--- src/rtl/fifo_burst_pkg.sv ---
// Shared types and helpers for the FWFT FIFO burst reader.
package fifo_burst_pkg;

  typedef enum logic [0:0] {StIdle, StHold} state_e;

  // Width of a counter that must reach v-1; never narrower than one bit.
  function automatic int unsigned clog2_min1(input int unsigned v);
    return $clog2(v) + 1;
  endfunction

endpackage

--- src/rtl/fifo_burst_out_reg.sv ---
// Single-entry valid/ready output register: loads a beat, holds it until accepted.
module fifo_burst_out_reg #(
  parameter int unsigned DATA_W = 16
) (
  input  logic              clk_i,
  input  logic              rst_i,
  input  logic              load_i,
  input  logic [DATA_W-1:0] data_i,
  input  logic              last_i,
  input  logic              ready_i,
  output logic              valid_o,
  output logic [DATA_W-1:0] data_o,
  output logic              last_o
);

  logic              valid_q, valid_d;
  logic [DATA_W-1:0] data_q, data_d;
  logic              last_q, last_d;

  always_comb begin
    valid_d = valid_q && !ready_i;
    data_d  = data_q;
    last_d  = last_q;
    if (load_i) begin
      valid_d = 1'b1;
      data_d  = data_i;
      last_d  = last_i;
    end
  end

  always_ff @(posedge clk_i) begin
    if (rst_i) begin
      valid_q <= 1'b0;
      data_q  <= '0;
      last_q  <= 1'b0;
    end else begin
      valid_q <= valid_d;
      data_q  <= data_d;
      last_q  <= last_d;
    end
  end

  assign valid_o = valid_q;
  assign data_o  = data_q;
  assign last_o  = last_q;

endmodule

--- src/rtl/fifo_fwft_burst_reader.sv ---
// Drains a FWFT FIFO into framed valid/ready bursts; closes on length or empty timeout.
// Optional statistics counters are enabled with FIFO_BURST_READER_STATS_EN.
module fifo_fwft_burst_reader
  import fifo_burst_pkg::*;
#(
  parameter int unsigned DATA_W    = 16,
  parameter int unsigned BURST_LEN = 8,
  parameter int unsigned TIMEOUT   = 32
) (
  input  logic              clk_i,
  input  logic              rst_i,
  input  logic              enable_i,
  input  logic              fifo_empty_i,
  input  logic [DATA_W-1:0] fifo_rd_data_i,
  output logic              fifo_rd_en_o,
  output logic              m_valid_o,
  input  logic              m_ready_i,
  output logic [DATA_W-1:0] m_data_o,
`ifdef FIFO_BURST_READER_STATS_EN
  output logic [31:0]       burst_count_o,
  output logic [31:0]       timeout_count_o,
`endif
  output logic              m_last_o,
  output logic              burst_open_o
);

  localparam int unsigned     BeatW    = clog2_min1(BURST_LEN);
  localparam int unsigned     IdleW    = clog2_min1(TIMEOUT);
  localparam logic [BeatW-1:0] BeatLast = BeatW'(BURST_LEN - 1);
  localparam logic [IdleW-1:0] IdleLast = IdleW'(TIMEOUT - 1);

  state_e            state_q, state_d;
  logic [DATA_W-1:0] hold_data_q, hold_data_d;
  logic [BeatW-1:0]  beat_cnt_q, beat_cnt_d;
  logic [IdleW-1:0]  idle_cnt_q, idle_cnt_d;
  logic              burst_open_q, burst_open_d;

  logic in_hold, slot_free, hit_len, hit_data, hit_idle, promote, last_next;

  always_ff @(posedge clk_i) begin
    if (rst_i) begin
      state_q      <= StIdle;
      hold_data_q  <= '0;
      beat_cnt_q   <= '0;
      idle_cnt_q   <= '0;
      burst_open_q <= 1'b0;
    end else begin
      state_q      <= state_d;
      hold_data_q  <= hold_data_d;
      beat_cnt_q   <= beat_cnt_d;
      idle_cnt_q   <= idle_cnt_d;
      burst_open_q <= burst_open_d;
    end
  end

  always_comb begin
    state_d      = state_q;
    hold_data_d  = hold_data_q;
    beat_cnt_d   = beat_cnt_q;
    idle_cnt_d   = idle_cnt_q;
    burst_open_d = burst_open_q;
    if (fifo_rd_en_o) hold_data_d = fifo_rd_data_i;
    unique case (state_q)
      StIdle: begin
        if (fifo_rd_en_o) begin
          state_d      = StHold;
          burst_open_d = 1'b1;
        end
      end
      StHold: begin
        // A promote without refill can only be a closing beat.
        if (promote && !fifo_rd_en_o) begin
          state_d      = StIdle;
          burst_open_d = 1'b0;
        end
      end
      default: state_d = StIdle;
    endcase
    if (promote) beat_cnt_d = last_next ? '0 : beat_cnt_q + BeatW'(1);
    if (promote || !fifo_empty_i) begin
      idle_cnt_d = '0;
    end else if (in_hold && idle_cnt_q != IdleLast) begin
      idle_cnt_d = idle_cnt_q + IdleW'(1);
    end
  end

  always_comb begin
    in_hold   = state_q == StHold;
    slot_free = !m_valid_o || m_ready_i;
    hit_len   = beat_cnt_q == BeatLast;
    hit_data  = !fifo_empty_i;
    hit_idle  = idle_cnt_q == IdleLast;
    promote   = in_hold && slot_free && (hit_len || hit_data || hit_idle);
    // Length limit beats a waiting next word; a fresh word overrides a stale timeout.
    last_next = hit_len || (hit_idle && !hit_data);
    fifo_rd_en_o = !rst_i && !fifo_empty_i &&
                   ((!in_hold && enable_i) || (promote && (!last_next || enable_i)));
  end

  assign burst_open_o = burst_open_q;

  fifo_burst_out_reg #(
    .DATA_W(DATA_W)
  ) u_out_reg (
    .clk_i  (clk_i),
    .rst_i  (rst_i),
    .load_i (promote),
    .data_i (hold_data_q),
    .last_i (last_next),
    .ready_i(m_ready_i),
    .valid_o(m_valid_o),
    .data_o (m_data_o),
    .last_o (m_last_o)
  );

`ifdef FIFO_BURST_READER_STATS_EN
  logic [31:0] burst_count_q, timeout_count_q;

  always_ff @(posedge clk_i) begin
    if (rst_i) begin
      burst_count_q   <= '0;
      timeout_count_q <= '0;
    end else begin
      if (m_valid_o && m_ready_i && m_last_o) burst_count_q <= burst_count_q + 32'd1;
      if (promote && hit_idle && !hit_len && !hit_data) begin
        timeout_count_q <= timeout_count_q + 32'd1;
      end
    end
  end

  assign burst_count_o   = burst_count_q;
  assign timeout_count_o = timeout_count_q;
`endif

endmodule

--- config.mk ---
export PLATFORM = sky130hd
export DESIGN_NAME = fifo_fwft_burst_reader
export DESIGN_NICKNAME = d
export VERILOG_FILES = /design/src/rtl/fifo_burst_pkg.sv /design/src/rtl/fifo_burst_out_reg.sv /design/src/rtl/fifo_fwft_burst_reader.sv
export SDC_FILE = /design/constraint.sdc
export NUM_CORES = 1
export LEC_CHECK = 0
export CAP_MARGIN = 25
export CORE_MARGIN = 5
export CORE_UTILIZATION = 35
export CTS_CLUSTER_SIZE = 24
export DETAILED_ROUTE_END_ITERATION = 12
export PLACE_DENSITY = 0.6
export SLEW_MARGIN = 25
export SYNTH_ARGS = -nofsm -noshare
export SYNTH_HDL_FRONTEND = slang
export SYNTH_SLANG_ARGS = --single-unit
--- constraint.sdc ---
create_clock -name clk_i -period 1.5 [get_ports clk_i]
set_input_delay 0.45 -clock clk_i [delete_from_list [all_inputs] [get_ports clk_i]]
set_output_delay 0.45 -clock clk_i [all_outputs]
set_load 0.02 [all_outputs]
## Yosys cells after proc, flatten, opt, wreduce, memory -nomap -nowiden

Index checks and enable logic that the tools add are counted.

| storage, ports and cells | value |
|---|---|
| input port bits | 21 |
| register bits | 46 |

| operators by class | value |
|---|---|
| bitwise operators | 1 |
| reductions and logical operators | 26 |
| equal/unequal tests | 5 |
| multiplexer cells | 8 |
| add/subtract/negate cells | 2 |

Operator list:

| operator | count |
|---|---|
| $logic_and 1x1->1 | 10 |
| $logic_not 1->1 | 7 |
| $logic_or 1x1->1 | 7 |
| $add 6x1->6 const B | 1 |
| $eq 6x5->1 const B | 1 |
| $ne 6x5->1 const B | 1 |
| $mux 1 | 5 |
| $add 4x1->4 const B | 1 |
| $eq 4x3->1 const B | 1 |
| $mux 4 | 1 |
| $pmux 1 s2 | 2 |
| $ne 2x1->1 const B | 1 |
| $ne 2x2->1 const B | 1 |
| $reduce_and 2->1 | 1 |
| $reduce_or 2->1 | 1 |
| $not 1->1 | 1 |

## Depth between registers and ports, before layout

Gate-level depths: netlist (run 1).

| logic depth | value |
|---|---|
| word-level depth | 12 |
| gate-level depth with buffers | 7 |

## Hierarchy

Synthesis (run 1) repeated with hierarchy kept, for this count alone.

| second synthesis, totals | value |
|---|---|
| cell total of the unflattened synthesis | 192 |
| area total of the unflattened synthesis | 1919.3 um^2 |

By module, submodules not included:

| module | area an instance (um^2) | cells each | times used |
|---|---|---|---|
| fifo_fwft_burst_reader | 1268.7 | 133 | 1 |
| fifo_burst_out_reg | 650.6 | 59 | 1 |

## Worst setup path after synthesis (run 1)

Ideal clock, no wire load.

| path | value |
|---|---|
| kind | register to output |
| start | register beat_cnt_q[0] |
| end | output fifo_rd_en_o |
| arrival | 1.235 ns |
| stages on the path, launching flop included | 7 |
| slack | -0.185 ns |
| buffers on the path | 1 |
| data required time | 1.050 ns |
| path through | dfxtp_1 > ha_1 > nand3b_1 > a21o_1 > clkbuf_1 > nand2_1 > inv_1 |

| on the way | value |
|---|---|
| longest elaborated chain between the ends | 7 |
| elaborated cells between the ends (all ways) | 10 |
| classes of those cells | 1 x eq/ne; 9 x reduce/logical |

Ends and longest elaborated chain:

| item | line | source |
|---|---|---|
| start, declared | fifo_fwft_burst_reader.sv:34 | `logic [BeatW-1:0] beat_cnt_q, beat_cnt_d;` |
| start signal, assigned | fifo_fwft_burst_reader.sv:50 | `beat_cnt_q <= beat_cnt_d;` |
| $eq 4x3->1 * | fifo_fwft_burst_reader.sv:90 | `hit_len = beat_cnt_q == BeatLast;` |
| $logic_or 1x1->1, on equally long branches | fifo_fwft_burst_reader.sv:93, fifo_fwft_burst_reader.sv:95 |  |
| $logic_or 1x1->1 / $logic_not 1->1 (equally long branches) | fifo_fwft_burst_reader.sv:93, fifo_fwft_burst_reader.sv:97 |  |
| $logic_and 1x1->1 / $logic_or 1x1->1 (equally long branches) | fifo_fwft_burst_reader.sv:93, fifo_fwft_burst_reader.sv:97 |  |
| $logic_and 1x1->1 * | fifo_fwft_burst_reader.sv:97 | `((!in_hold && enable_i) \|\| (promote && (!last_next \|\| enable_i)));` |
| $logic_or 1x1->1 * | fifo_fwft_burst_reader.sv:97 |  |
| $logic_and 1x1->1 * | fifo_fwft_burst_reader.sv:96 | `fifo_rd_en_o = !rst_i && !fifo_empty_i &&` |
| end, declared | fifo_fwft_burst_reader.sv:15 | `output logic fifo_rd_en_o,` |

Mark *: on every way between the ends. The rest lies on a longest branch, timed or not.

## Worst setup path after layout (run 1)

| path | value |
|---|---|
| start | register beat_cnt_q[1] |
| end | register u_out_reg.data_q[12], in the netlist u_out_reg.data_o[12] |

| on the way | value |
|---|---|
| longest elaborated chain between the ends | 4 |

Ends and longest elaborated chain:

| item | line | source |
|---|---|---|
| $eq 4x3->1 | fifo_fwft_burst_reader.sv:90 |  |
| $logic_or 1x1->1 (2 in a row) | fifo_fwft_burst_reader.sv:93 | `promote = in_hold && slot_free && (hit_len \|\| hit_data \|\| hit_idle);` |
| $logic_and 1x1->1 | fifo_fwft_burst_reader.sv:93 |  |
| end signal, assigned | fifo_burst_out_reg.sv:38 | `data_q <= data_d;` |
| end, declared | fifo_burst_out_reg.sv:17 | `logic [DATA_W-1:0] data_q, data_d;` |

Every way passes these cells.
A chain may end at the register's enable or synchronous reset.

==> flow_summary.yaml, run 1 <==
outcome:
  status: "finished, violations left"
  violations: "negative setup slack"
global_route:
  antenna_found_initial: 0
  grt_max_degree: 41
  grt_pass1_wl_um: 9690
  grt_pass1_vias: 2031
  gr-usage-all-layers_pct: 16.6
  overflow: 0
critical_path:
  r2r-start: "beat_cnt_q[1]"
  worstSetupPathType: "register to register"
  cp-start-kind: "register"
  worst_ep_arrival_time_ns: 2.07
  crit_required_ns: 1.73
  startpoint: "beat_cnt_q[1]"
  end_kind: "register"
  path_max_fanout: 5
clocking:
  htree_levels: 2
  path_clk_slew_ns: 0.09
  cts-root-buf: "clkbuf_8"
  clkLatencyLatePin_ns: 0.30
  ctsHoldBuffers: 0
  cts_buffer_depth: 2
  cts.sinks: 46
  tritoncts: "built"
  cts_buffers: 5
die:
  die_w_um: 84.8
  num_io_pins: 41
  core_um2: 5470
  start_util_pct: 35.8
  die_area_um2: 7190
  die_h_um: 84.8
  num_rows: 27
placement:
  io_buffers: 40
  post-place-ws_ns: -0.839
  gp_congestion: 0.741
  dp_hpwl_um: 3480
  dp_cells: 357
hold_path:
  min_from: "hold_data_q[0]"
  hold_class: "register to register"
detailed_routing:
  vias: 2021
  ant_nets: 0
  drt_pass1_iterations: 4
  wl_um: 5880
  drc: 0
  wire_per_inst_um: 15.4
  drt_iter0_markers: 86
  routed_via_density: 5.29
logic_synthesis:
  synth.area.top_cells: "dfxtp_1, a21oi_1, o21ai_0"
  syn_area_um2: 1960
  synth_seq_area_share_pct: 47.1
  syn-num-nets: 255
  avgSynthCellArea_um2: 8.43
  yosys_warnings: 0
  synth_top_area_share_pct: 47.1
  syn_inst: 232
  synth_top_area_cell: "dfxtp_1"
  ys_types: 37
  ys_seq_elements: 46
layout:
  syn_to_final_growth_pct: 61.9
  fin_util_pct: 57.9
  fillers: 510
  n_antenna_cell: 0
  nNetsFinal: 332
  drive_gt1_share_pct: 38.1
  final_cells: 382
pwr:
  power_w: 0.00257
  ir_worst_vdd_mv: 0.394
  p_leak_nw: 1.19
  pwr_density_cell_nw_per_um2: 812
timing:
  period_share_pct: 123
  post-route-min-period_ns: 1.84
  setup_ws_ns: -0.339
  maxSlewViolCount: 0
  slew_headroom_pct: 68.4
  finalSetupTns_ns: -8.07
  fin_skew_ns: 0.00451
  max_freq_mhz: 544
  finalSetupViolCount: 46
  rsz0062_at_grt: "yes"
  hold_viol_final: 0
  tightest_slew_ns: 0.474
job:
  drv_cap: 0
## report_power, final
part	switching [W]	internal, W	total [W]
Combinational	0.000191	0.000174	0.000365
Sequential	0.0000191	0.00125	0.00127
Clock	0.000441	0.000500	0.000940
## cell families (layout without fill, tap and decap cells)
group	count (synthesis)	in the layout	synth area share, %
xor+xnor	1	1	0.448
flops	46	46	47.1
fa+ha+maj	2	2	1.28
buf+inv	23	101	4.86
simple gates	65	65	19.6
compound gates	95	95	26.8
## placed cells by master, fill, tap and decap left out, drive strengths merged
| cell type | netlist | final |
|---|---|---|
| nand2b | 2 | 2 |
| and3b | 1 | 1 |
| o32ai | 1 | 1 |
| a21o | 1 | 1 |
| or3 | 1 | 1 |
| and4 | 3 | 3 |
| clkdlybuf4s15 | 0 | 2 |
| nand3 | 21 | 21 |
| o31ai | 1 | 1 |
| nor2b | 1 | 1 |
| nor3 | 1 | 1 |
| inv | 5 | 6 |
| dfxtp | 46 | 46 |
| a211oi | 4 | 4 |
| nand3b | 17 | 17 |
| nor2 | 6 | 6 |
| dlygate4sd2 | 0 | 19 |
| and2 | 1 | 1 |
| or4 | 1 | 1 |
| xor2 | 1 | 1 |
| o21a | 1 | 1 |
| a21oi | 43 | 43 |
| clkdlybuf4s50 | 0 | 17 |
| a31oi | 2 | 2 |
| a211o | 1 | 1 |
| ha | 2 | 2 |
| bufinv | 0 | 1 |
| nand2 | 7 | 7 |
| and3 | 1 | 1 |
| a2111o | 1 | 1 |
| o21bai | 1 | 1 |
| clkinv | 0 | 1 |
| o21ai | 39 | 39 |
| nand4 | 2 | 2 |
| clkbuf | 13 | 5 |
| buf | 5 | 50 |
## critical path, stage by stage, from the launching register on
cell      delay (ns)
dfxtp_2         0.35
ha_4            0.15
buf_4           0.13
buf_6           0.10
and3b_2         0.22
a211oi_4        0.29
buf_6           0.18
buf_6           0.11
o21ai_0         0.07
a21oi_1         0.17
## worst paths after layout
check	to	slack (ns)	cells past startpoint
max reg2reg	u_out_reg.data_o[12]	-0.34	9
min	hold_data_q[0]	0.46	2
min reg2reg	hold_data_q[0]	0.46	2
max	u_out_reg.data_o[12]	-0.34	9
## stage by stage
stage	cell area, um^2	hold slack [ns]
floorplan	2000	0.429
global placement	2650	0.461
detailed placement	2650	0.468
CTS	2930	0.470
global route	3170	0.485
finish	3170	0.462
## flip-flops by register name (all words and copies together), names as in the netlist
register	cells
burst_open_o	1
idle_cnt_q	6
beat_cnt_q	4
hold_data_q	16
in_hold	1
u_out_reg.last_o	1
u_out_reg.data_o	16
u_out_reg.valid_o	1
## per-layer routing
layer	share of wire (%)	GRT usage, %	wire length, um
met1	45	21.0	2640
met2	50	28.3	2940
met3	3.9	3.93	228
met4	1.2	4.32	73
met5	0	0	0
## synth_stat cells
master / n
o21ai_1: 2
nand2_1: 7
a211oi_4: 1
dfxtp_1: 46
o21bai_1: 1
nor3_1: 1
buf_1: 1
inv_1: 5
a211o_1: 1
o32ai_1: 1
nor2b_1: 1
and2_1: 1
a21o_1: 1
clkbuf_1: 10
ha_1: 2
and4_1: 1
nand3_1: 21
a31oi_1: 2
clkbuf_2: 3
a21oi_1: 43
nor2_1: 6
nand2b_1: 2
nand3b_1: 17
xor2_1: 1
o31ai_1: 1
nand4_1: 2
or4_1: 1
and4_2: 1
o21a_1: 1
and4_4: 1
a2111o_1: 1
o21ai_0: 37
a211oi_1: 3
and3b_1: 1
and3_1: 1
or3_1: 1
buf_2: 4
## cell type report
type | count | area (um^2) | share of cell area [%]
Clock buffer | 5 | 68.8 | 2.17
Clock inverter | 3 | 43.8 | 1.38
Tap cell | 72 | 90.1 | 2.84
Multi-Input combinational cell | 163 | 1190 | 37.6
Timing Repair Buffer | 88 | 828 | 26.1
Inverter | 5 | 18.8 | 0.592
Sequential cell | 46 | 928 | 29.3
## repair_timing
item                                    in CTS  in global routing
endpoints found under the setup margin      66                 49
cloned                                       5                  1
pin swaps                                   16                 33
resized for setup                           65                 83
setup buffers                                9                  9
Power figures use the tool's default switching activity.
==> inputs of run 2 (changes only) <==
--- a/config.mk
+++ b/config.mk
@@ -7,4 +7,5 @@
 export LEC_CHECK = 0
 export CAP_MARGIN = 25
+export CORE_ASPECT_RATIO = 0.6
 export CORE_MARGIN = 5
 export CORE_UTILIZATION = 35
==> constraint.sdc (replaced) <==
create_clock -name clk_i -period 1.5 [get_ports clk_i]
set_input_delay 0.45 -clock clk_i [delete_from_list [all_inputs] [get_ports clk_i]]
set_output_delay 0.45 -clock clk_i [all_outputs]
set_load 0.005 [all_outputs]
==> flow_summary.yaml, run 2 (synthesized netlist as in run 1, its figures left out) <==
outcome:
  status: "finished, violations left"
  violations: "negative setup slack"
detailed_routing:
  drc: 0
  ant_nets: 0
  routed_via_density: 5.26
  drt_iter0_markers: 128
  wire_per_inst_um: 15.9
  vias: 2031
  drt_pass1_iterations: 4
  wl_um: 6150
critical_path:
  rr_worst_depth: 9
  cp-start-kind: "register"
  r2r-start: "beat_cnt_q[1]"
  end_kind: "output port"
  worstSetupPathType: "register to output port"
  crit_required_ns: 1.05
  r2r_slack_ns: -0.25
  worst_ep_arrival_time_ns: 1.46
  r2r_end: "u_out_reg.data_o[5]"
  path_max_fanout: 3
global_route:
  overflow: 0
  antenna_found_initial: 0
  grt_pass1_wl_um: 9520
  grt_pass1_vias: 1926
  gr-usage-all-layers_pct: 16.7
  grt_max_degree: 41
pwr:
  power_w: 0.00259
  seqPwrFrac_pct: 48.8
  p_sw_share_pct: 25.2
  ir_worst_vdd_mv: 0.450
  p_int_w: 0.00194
  pwr-share-comb_pct: 15.0
  p_leak_nw: 1.23
  p_sw_w: 0.000654
  pwr_density_cell_nw_per_um2: 795
  clockPowerShare_pct: 36.2
clocking:
  clkLatencyLatePin_ns: 0.30
  tritoncts: "built"
  cts_buffers: 5
  cts-root-buf: "clkbuf_8"
  cts_buffer_depth: 2
  path_clk_slew_ns: 0.10
  htree_levels: 2
  cts.sinks: 46
die:
  core_um2: 5490
  die_area_um2: 7240
  num_io_pins: 41
  die_w_um: 107
  num_rows: 21
  die_h_um: 67.9
  start_util_pct: 35.6
placement:
  dp_hpwl_um: 3670
  dp_cells: 356
  io_buffers: 40
  placed_area_um2: 2660
  gp_congestion: 0.742
timing:
  rsz0062_at_grt: "yes"
  holdWs_ns: 0.464
  period_share_pct: 128
  post-route-min-period_ns: 1.91
  slew_headroom_pct: 66.9
  maxSlewViolCount: 0
  fin_skew_ns: 0.0113
  max_freq_mhz: 522
  tightest_slew_ns: 0.496
  hold_viol_final: 0
  finalSetupTns_ns: -6.22
  setup_ws_ns: -0.414
  finalSetupViolCount: 42
layout:
  syn_to_final_growth_pct: 66.6
  n_antenna_cell: 0
  final_cells: 386
  stdcell_area_um2: 3260
  nNetsFinal: 339
  drive_gt1_share_pct: 41.3
  final_cell_mix: "dfxtp_1, buf_4, a21oi_1"
job:
  drv_cap: 0
hold_path:
  min_path_cells: 2
  hold_class: "register to register"
  min_from: "hold_data_q[2]"
  hold_end: "hold_data_q[2]"
-- run 2: cell count changes in the layout (fill, tap and decap cells not counted), moves of 3 or more --
cell	change
buf_4	+3
buf_6	+5
a21oi_1	-3
o21ai_2	-6
dfxtp_1	-6
a21oi_2	+3
dfxtp_2	+6
o21ai_0	+5
-- run 2: metal layers --
metal	track usage, %	up-vias	wire length, um	share of wire (%)
met3	3.49	4	285	4.6
met5	0	-	0	0
met4	3.83	0	45	0.73
met1	24.0	963	2990	49
met2	25.9	46	2830	46
li1	-	1018	-	-
-- run 2: critical path: stages (launching register included) --
cell	delay, ns
dfxtp_2	0.36
ha_4	0.14
nand3b_1	0.20
a21o_1	0.25
nand2_2	0.07
inv_2	0.04
buf_6	0.10
-- run 2: power by group through the flow --
stage / clock (W) / combinational, W / sequential (W)
after floorplan: 0 / 0.000130 / 0.00129
after global placement: 0 / 0.000260 / 0.00129
after detailed placement: 0 / 0.000261 / 0.00129
after CTS: 0.000950 / 0.000347 / 0.00126
after global routing: 0.00101 / 0.000417 / 0.00127
final: 0.000939 / 0.000387 / 0.00126
-- run 2: how the worst max path moves through the flow --
stage / startpoint / endpoint / slack, ns / cells past startpoint
3_5_place_dp: fifo_empty_i / fifo_rd_en_o / -0.78 / 6
3_3_place_gp: fifo_empty_i / fifo_rd_en_o / -0.77 / 6
6_report: beat_cnt_q[1] / fifo_rd_en_o / -0.41 / 6
4_1_cts: beat_cnt_q[1] / fifo_rd_en_o / -0.44 / 6
5_1_grt: beat_cnt_q[0] / fifo_rd_en_o / -0.48 / 6
2_1_floorplan: beat_cnt_q[0] / u_out_reg.data_o[13] / -0.0009 / 6
-- run 2: layout make-up --
type | count | area, um^2
Clock buffer | 5 | 68.8
Clock inverter | 3 | 45.0
Fill cell | 476 | 2230
Inverter | 5 | 18.8
Multi-Input combinational cell | 163 | 1210
Sequential cell | 46 | 936
Tap cell | 69 | 86.3
Timing Repair Buffer | 95 | 892
-- run 2: what timing repair did --
item / CTS / global route
hold buffers: 0 / 0
gates cloned: 4 / 1
endpoints found under the setup margin: 66 / 47
pin swaps: 16 / 36
setup buffers: 19 / 9
gates resized for setup: 74 / 70
-- run 2: per-stage QoR --
step,setup WS (ns),utilization [%]
floorplan,-0.000912,-
global placement,-0.771,48.4
detailed placement,-0.780,48.4
CTS,-0.444,56.6
global route,-0.480,59.4
finish,-0.414,59.4
